[src/rtl/img_pkg.sv]
// Shared image-pipeline definitions: channel widths, AXIS byte lanes, pixel type, frame length.
// Used by both the column-scanning input buffer and output_buffer.
package img_pkg;

   localparam int unsigned IMG_DATA_WIDTH = 8;
   localparam int unsigned IMG_BLOCK_SIZE = 3;
   localparam int unsigned AXIS_WIDTH     = 32;

   localparam int unsigned LANE_R_MSB = 31;
   localparam int unsigned LANE_R_LSB = 24;
   localparam int unsigned LANE_G_MSB = 23;
   localparam int unsigned LANE_G_LSB = 16;
   localparam int unsigned LANE_B_MSB = 15;
   localparam int unsigned LANE_B_LSB = 8;

   typedef struct packed {
      logic [IMG_DATA_WIDTH-1:0] r;
      logic [IMG_DATA_WIDTH-1:0] g;
      logic [IMG_DATA_WIDTH-1:0] b;
   } pixel_t;

   typedef enum logic {
      FR_IDLE  = 1'b0,
      FR_ARMED = 1'b1
   } frame_state_e;

   // Beats per column frame: kernel apron plus the valid rows.
   function automatic int unsigned frame_len(input int unsigned block_size,
                                             input int unsigned input_height);
      return block_size - 1 + input_height;
   endfunction

   function automatic logic [AXIS_WIDTH-1:0] pack_pixel(input pixel_t pix);
      logic [AXIS_WIDTH-1:0] word;
      word = '0;
      word[LANE_R_MSB:LANE_R_LSB] = pix.r;
      word[LANE_G_MSB:LANE_G_LSB] = pix.g;
      word[LANE_B_MSB:LANE_B_LSB] = pix.b;
      return word;
   endfunction

endpackage

[src/rtl/axis_out_reg.sv]
// Single-entry AXI-Stream output register: loads when empty or draining, holds under back pressure.
// Optional start-of-image sideband when OUTPUT_BUFFER_SOF_TUSER_EN is defined.
module axis_out_reg
   import img_pkg::*;
#(
   parameter int unsigned DATA_W = AXIS_WIDTH
) (
   input  logic              i_clk,
   input  logic              i_rst,
   input  logic              i_load,
   input  logic [DATA_W-1:0] i_data,
   input  logic              i_last,
`ifdef OUTPUT_BUFFER_SOF_TUSER_EN
   input  logic              i_user,
   output logic              o_user,
`endif
   input  logic              i_ready,
   output logic              o_can_load_c,
   output logic              o_valid,
   output logic [DATA_W-1:0] o_data,
   output logic              o_last
);

   logic              r_valid;
   logic [DATA_W-1:0] r_data;
   logic              r_last;
`ifdef OUTPUT_BUFFER_SOF_TUSER_EN
   logic              r_user;
`endif

   // Slot is free when empty or when its current beat is being accepted this cycle.
   assign o_can_load_c = !r_valid || i_ready;

   always_ff @(posedge i_clk) begin
      if (i_rst) begin
         r_valid <= 1'b0;
         r_data  <= '0;
         r_last  <= 1'b0;
`ifdef OUTPUT_BUFFER_SOF_TUSER_EN
         r_user  <= 1'b0;
`endif
      end else if (o_can_load_c) begin
         if (i_load) begin
            r_valid <= 1'b1;
            r_data  <= i_data;
            r_last  <= i_last;
`ifdef OUTPUT_BUFFER_SOF_TUSER_EN
            r_user  <= i_user;
`endif
         end else begin
            r_valid <= 1'b0;
         end
      end
   end

   assign o_valid = r_valid;
   assign o_data  = r_data;
   assign o_last  = r_last;
`ifdef OUTPUT_BUFFER_SOF_TUSER_EN
   assign o_user  = r_user;
`endif

endmodule

[src/rtl/output_buffer.sv]
// Column-frame pixel extractor and AXI-Stream master for the 3-channel processing block.
// Define OUTPUT_BUFFER_SOF_TUSER_EN to add the start-of-image m_tuser sideband.
module output_buffer
   import img_pkg::*;
#(
   parameter int unsigned DATA_WIDTH         = IMG_DATA_WIDTH,
   parameter int unsigned BLOCK_SIZE         = IMG_BLOCK_SIZE,
   parameter int unsigned INPUT_HEIGHT       = 480,
   parameter int unsigned OUTPUT_WIDTH       = 640,
   parameter int unsigned ROW_OFFSET         = BLOCK_SIZE / 2,
   parameter int unsigned C_AXIS_TDATA_WIDTH = AXIS_WIDTH
) (
   input  logic                            aclk,
   input  logic                            areset,
   input  logic [DATA_WIDTH-1:0]           result_R,
   input  logic [DATA_WIDTH-1:0]           result_G,
   input  logic [DATA_WIDTH-1:0]           result_B,
   input  logic                            data_flowing,
   input  logic                            is_full_columns_first_input,
   output logic                            output_has_back_pressure,
   output logic                            output_buffer_is_done,
   output logic                            m_tvalid,
   input  logic                            m_tready,
   output logic [C_AXIS_TDATA_WIDTH-1:0]   m_tdata,
   output logic [C_AXIS_TDATA_WIDTH/8-1:0] m_tstrb,
`ifdef OUTPUT_BUFFER_SOF_TUSER_EN
   output logic                            m_tuser,
`endif
   output logic                            m_tlast
);

   localparam int unsigned FRAME_LEN = frame_len(BLOCK_SIZE, INPUT_HEIGHT);
   localparam int unsigned BEAT_W    = $clog2(FRAME_LEN + 1);
   localparam int unsigned ROW_W     = $clog2(INPUT_HEIGHT + 1);
   localparam int unsigned COL_W     = $clog2(OUTPUT_WIDTH + 1);
   localparam int unsigned CAP_LO    = ROW_OFFSET;
   localparam int unsigned CAP_HI    = ROW_OFFSET + INPUT_HEIGHT;

   frame_state_e           r_frame_st;
   logic [BEAT_W-1:0]      r_beat_cnt;
   logic [ROW_W-1:0]       r_row_cnt;
   logic [COL_W-1:0]       r_col_cnt;
   logic                   r_done;

   logic                   w_beat_live;
   logic [BEAT_W-1:0]      w_beat_idx;
   logic                   w_capture;
   logic                   w_can_load;
   logic                   w_load;
   logic                   w_handshake;
   logic                   w_row_last;
   logic                   w_col_last;
   logic [ROW_W-1:0]       w_row_nxt;
   logic [COL_W-1:0]       w_col_nxt;
   logic                   w_pix_last;
   pixel_t                 w_pix;
   logic [C_AXIS_TDATA_WIDTH-1:0] w_word;

   // r_beat_cnt holds the index the next armed beat will carry; a flagged beat is always index 0.
   assign w_beat_live = data_flowing && (is_full_columns_first_input || (r_frame_st == FR_ARMED));
   assign w_beat_idx  = is_full_columns_first_input ? '0 : r_beat_cnt;
   assign w_capture   = w_beat_live
                        && (w_beat_idx >= BEAT_W'(CAP_LO))
                        && (w_beat_idx <  BEAT_W'(CAP_HI));

   always_ff @(posedge aclk) begin
      if (areset) begin
         r_frame_st <= FR_IDLE;
         r_beat_cnt <= '0;
      end else if (w_beat_live) begin
         if (w_beat_idx == BEAT_W'(FRAME_LEN - 1)) begin
            r_frame_st <= FR_IDLE;
            r_beat_cnt <= '0;
         end else begin
            r_frame_st <= FR_ARMED;
            r_beat_cnt <= w_beat_idx + BEAT_W'(1);
         end
      end
   end

   assign w_handshake = m_tvalid && m_tready;
   assign w_row_last  = (r_row_cnt == ROW_W'(INPUT_HEIGHT - 1));
   assign w_col_last  = (r_col_cnt == COL_W'(OUTPUT_WIDTH - 1));

   // Position counters after this cycle's handshake, i.e. the slot a pixel loaded now will occupy.
   always_comb begin
      w_row_nxt = r_row_cnt;
      w_col_nxt = r_col_cnt;
      if (w_handshake) begin
         if (w_row_last) begin
            w_row_nxt = '0;
            w_col_nxt = w_col_last ? '0 : r_col_cnt + COL_W'(1);
         end else begin
            w_row_nxt = r_row_cnt + ROW_W'(1);
         end
      end
   end

   always_ff @(posedge aclk) begin
      if (areset) begin
         r_row_cnt <= '0;
         r_col_cnt <= '0;
         r_done    <= 1'b0;
      end else begin
         r_row_cnt <= w_row_nxt;
         r_col_cnt <= w_col_nxt;
         r_done    <= w_handshake && w_row_last;
      end
   end

   assign w_pix      = '{r: IMG_DATA_WIDTH'(result_R),
                         g: IMG_DATA_WIDTH'(result_G),
                         b: IMG_DATA_WIDTH'(result_B)};
   assign w_word     = C_AXIS_TDATA_WIDTH'(pack_pixel(w_pix));
   assign w_pix_last = (w_row_nxt == ROW_W'(INPUT_HEIGHT - 1))
                       && (w_col_nxt == COL_W'(OUTPUT_WIDTH - 1));
   // A capture arriving while the slot is blocked is a protocol violation and is dropped.
   assign w_load     = w_capture && w_can_load;

`ifdef OUTPUT_BUFFER_SOF_TUSER_EN
   logic w_pix_sof;
   assign w_pix_sof = (w_row_nxt == '0) && (w_col_nxt == '0);
`endif

   axis_out_reg #(
      .DATA_W (C_AXIS_TDATA_WIDTH)
   ) u_out_reg (
      .i_clk        (aclk),
      .i_rst        (areset),
      .i_load       (w_load),
      .i_data       (w_word),
      .i_last       (w_pix_last),
`ifdef OUTPUT_BUFFER_SOF_TUSER_EN
      .i_user       (w_pix_sof),
      .o_user       (m_tuser),
`endif
      .i_ready      (m_tready),
      .o_can_load_c (w_can_load),
      .o_valid      (m_tvalid),
      .o_data       (m_tdata),
      .o_last       (m_tlast)
   );

   assign output_has_back_pressure = m_tvalid && !m_tready;
   assign output_buffer_is_done    = r_done;
   assign m_tstrb                  = '1;

endmodule

[config.mk]
export PLATFORM = sky130hd
export DESIGN_NAME = output_buffer
export DESIGN_NICKNAME = d
export VERILOG_FILES = /design/src/rtl/img_pkg.sv /design/src/rtl/axis_out_reg.sv /design/src/rtl/output_buffer.sv
export SDC_FILE = /design/constraint.sdc
export NUM_CORES = 1
export LEC_CHECK = 0
export ABC_CLOCK_PERIOD_IN_PS = 2900
export BUFFER_PORTS_ARGS = -buffer_cell sky130_fd_sc_hd__buf_2
export CAP_MARGIN = 20
export CORE_MARGIN = 3
export CORE_UTILIZATION = 44
export CTS_CLUSTER_DIAMETER = 30
export CTS_CLUSTER_SIZE = 8
export DETAILED_ROUTE_END_ITERATION = 8
export PLACE_DENSITY = 0.72
export SLEW_MARGIN = 20
export SYNTH_ARGS = -nofsm -noshare
export SYNTH_HDL_FRONTEND = slang
export SYNTH_SLANG_ARGS = --single-unit
[constraint.sdc]
create_clock -name aclk -period 2.9 [get_ports aclk]
set_input_delay 0.87 -clock aclk [delete_from_list [all_inputs] [get_ports aclk]]
set_output_delay 0.87 -clock aclk [all_outputs]
set_load 0.02 [all_outputs]
==> results.py <==
metrics = {
    "worst_hold_path": {
        "worst_hold_path_type": "reg -> reg",
    },
    "power_and_ir_drop": {
        "power.share.clock": 0.326,
        "p_switching_mw": 0.3552,
        "report.power.total_mw": 1.364,
        "power_frac_comb": 0.096,
        "irDropWorstVdd_uv": 252.4,
        "powerDensity_mw_per_mm2": 430.0,
        "static-leakage-power_nw": 1.472,
        "swShare": 0.2604,
        "p_int_mw": 1.009,
        "relative_contribution_of_sequential_cells_to_total_power": 0.578,
    },
    "cts": {
        "cts_tree": "built",
        "clock_sink_count": 56,
        "worst_setup_hold_path_clk_slew_ns": 0.10,
        "cts-root-buf": "clkbuf_8",
        "cts_post_setup_buffers_inserted": 0,
        "clock_tree.buffer_depth": 2,
        "ctsHoldBuffers": 0,
        "cts_resized": 0,
        "tritoncts.num_buffers": 5,
        "ctsHtreeMaxLevel": 2,
        "clk-insertion-delay-late_ns": 0.32,
    },
    "routing": {
        "detail_route.wl_per_cell_um": 12.58,
        "detail-route-antenna-nets": 0,
        "routed_wirelength_um": 5712,
        "drtIter0Drc": 108,
        "remaining_drc_errors": 0,
        "dr.pass1.iters": 5,
        "vias_per_cell": 5.194,
        "via_count": 2358,
    },
    "sta": {
        "final.setup_skew_ns": 0.008596,
        "unrepaired_setup_endpoints_after_global_routing": "false",
        "timing_worst_slew_pin_value_ns": 0.5507,
        "min_period_ns": 2.401,
        "worst_slew_margin_rel": 0.6304,
        "layout_worst_path_cycle_share": 0.8279,
        "fmaxAchievable_ghz": 0.4165,
        "number_of_max_slew_violations_in_the_final_report": 0,
        "tns_ns": 0,
        "timing_hold_violations_final": 0,
        "finalSetupViolations": 0,
    },
    "grt": {
        "number_of_antenna_violations_at_the_first_check_in_global_routing": 0,
        "grt_first_pass_wirelength_um": 9549,
        "globalRoute.totalOverflow": 0,
        "first_global_vias": 2146,
        "grtUsageTotal": 0.1562,
        "pin_count_of_the_biggest_net_entering_global_routing": 23,
    },
    "floorplanning": {
        "die_height_um": 85.11,
        "design.core.area_mm2": 0.005991,
        "initial_core_util": 0.4597,
        "pin_count": 69,
        "placement_rows": 28,
        "die_width_um": 85.11,
        "design.die.area_mm2": 0.007244,
    },
    "worst_setup_path": {
        "critical_path_launch_point_type": "input port",
        "cpMaxStageDelayCell": "nor2_1",
        "worstSetupEndpointType": "register",
        "maximum_single_stage_delay_on_the_critical_path_ns": 0.30,
        "worstPathCellList": "buf_2 > inv_1 > nand2_1 > ha_1 > a21boi_0 > buf_4 > a41o_1 > nor2_1 > a41oi_1 > a311oi_1",
        "worst-endpoint-required_ns": 3.13,
        "critPathBufInv": 3,
        "critPathTopFamily": "compound AO/OA/AOI/OAI gates",
        "setup.worst_path.class": "in -> reg",
        "critPathMaxFanout": 7,
        "worst_ep_arrival_time_ns": 2.63,
    },
    "synthesis": {
        "synth_warnings": 0,
        "postSynthCellCount": 322,
        "yosys_most_used_dff": "dfxtp_1",
        "synth_seq_area_share": 0.4071,
        "synth_edf_count": 0,
        "synth-seq-cells": 56,
        "synth_cell_types": 49,
        "syn_area_mm2": 0.002754,
        "syn_area_per_cell_um2": 8.552,
        "synthArstFlopShare": 0,
    },
    "final_layout": {
        "layout_cells_sized_above_1": 0.2111,
        "antennaDiodeCount": 0,
        "syn2layout_area_growth_pct": 15.17,
        "finish.net_count": 411,
    },
    "placement": {
        "gp_congestion": 0.8519,
        "port_buffer_count": 56,
        "detailed_place_hpwl_um": 4116,
    },
    "job": {
        "drv.max_cap_violation_count": 0,
    },
    "status": {
        "outcome": "completed",
    },
}
-- registers in the layout, indices dropped and copies added (netlist names) --
register / cells
u_out_reg.o_data: 24
r_col_cnt: 10
r_beat_cnt: 9
r_row_cnt: 9
output_buffer_is_done: 1
r_frame_st: 1
u_out_reg.o_last: 1
u_out_reg.o_valid: 1
-- per-stage QoR --
step                      hold slack (ns)  instances    util  area, um2  worst slack, ns
final                              0.4991        454  0.5294       3172           0.4992
after global placement             0.4683        446  0.5134       3075           0.2111
after detailed placement           0.4758        446  0.5134       3075           0.1644
after floorplan                    0.4567        332       -       2791           0.3431
after global routing               0.5223        454  0.5294       3172           0.3389
after CTS                          0.4972        454  0.5294       3172           0.5085
-- worst paths after layout --
check	start	depth (start not counted)	end	slack, ns
worst min register to register	r_frame_st$_SDFFE_PP0P_	2	r_frame_st$_SDFFE_PP0P_	0.50
worst min-delay path	r_frame_st$_SDFFE_PP0P_	2	r_frame_st$_SDFFE_PP0P_	0.50
worst max register to register	r_beat_cnt[1]$_SDFFE_PP0P_	6	u_out_reg.o_data[25]$_SDFFE_PP0P_	0.60
worst max-delay path	is_full_columns_first_input	10	r_beat_cnt[8]$_SDFFE_PP0P_	0.50
-- power groups by stage --
stage	clock (mW)	combinational, mW	sequential, mW
after global routing	0.486	0.142	0.791
after floorplan	0	0.0865	0.817
after global placement	0	0.130	0.806
after detailed placement	0	0.130	0.806
after CTS	0.460	0.131	0.789
final	0.445	0.130	0.789
-- worst min-delay path, delay by kind of cell, from the launching register on --
| family | cells | cell delay [ns] |
|---|---|---|
| AOI/OAI and AO/OA | 1 | 0.06 |
| DFF | 1 | 0.34 |
| and+or+nand+nor | 1 | 0.07 |
-- cells in the mapped netlist (5+ instances only) --
| cell type | instances | share of area |
|---|---|---|
| mux2i_1 | 24 | 0.087 |
| nand2_1 | 19 | 0.026 |
| nor2_1 | 62 | 0.085 |
| xnor2_1 | 5 | 0.016 |
| xor2_1 | 11 | 0.035 |
| nand3_1 | 16 | 0.029 |
| nor3_1 | 12 | 0.022 |
| o21ai_0 | 9 | 0.016 |
| buf_4 | 12 | 0.033 |
| dfxtp_1 | 56 | 0.41 |
| a21oi_1 | 15 | 0.027 |
| clkbuf_1 | 10 | 0.014 |
-- layout by cell type (no fill, tap or decap), types with 3 or more instances in the layout --
| master | netlist | final |
|---|---|---|
| nor2_1 | 62 | 62 |
| buf_2 | 3 | 56 |
| dfxtp_1 | 56 | 56 |
| mux2i_1 | 24 | 24 |
| nand2_1 | 19 | 19 |
| nand3_1 | 16 | 16 |
| a21oi_1 | 15 | 15 |
| nor3_1 | 12 | 12 |
| conb_1 | 2 | 12 |
| xor2_1 | 11 | 11 |
| buf_4 | 12 | 10 |
| o21ai_0 | 9 | 9 |
| xnor2_1 | 5 | 5 |
| clkbuf_8 | 0 | 5 |
| nor2b_1 | 4 | 4 |
| inv_1 | 4 | 4 |
| nand4_1 | 4 | 4 |
| nand3b_1 | 4 | 4 |
| nand2b_1 | 4 | 4 |
| ha_1 | 4 | 4 |
| nor3b_1 | 3 | 3 |
| a211oi_1 | 3 | 3 |
-- cell type report --
| class | count | area [um2] |
|---|---|---|
| Inverter | 4 | 15.01 |
| Tap cell | 75 | 93.84 |
| Sequential cell | 56 | 1121 |
| Clock buffer | 5 | 68.82 |
| Fill cell | 563 | 2819 |
| Timing Repair Buffer | 67 | 375.4 |
| Multi-Input combinational cell | 244 | 1470 |
| Clock inverter | 3 | 27.53 |
-- layer usage --
layer / vias to the layer above / share of wire / global-route usage
met1: 1087 / 0.47 / 0.2043
met3: 6 / 0.060 / 0.03204
met5: - / 0 / 0
met4: 0 / 0.0095 / 0.04317
li1: 1195 / - / -
met2: 70 / 0.46 / 0.2613
-- logic make-up after synthesis --
kind of cell,share of synthesized area
and+or+nand+nor,0.2512
DFF,0.4071
AOI/OAI and AO/OA,0.1068
buffers and inverters,0.07587
muxes,0.08723
xor gates and xnor gates,0.05088
adders and majority gates,0.01817
other,0.002727
Power figures use the tool's default switching activity.
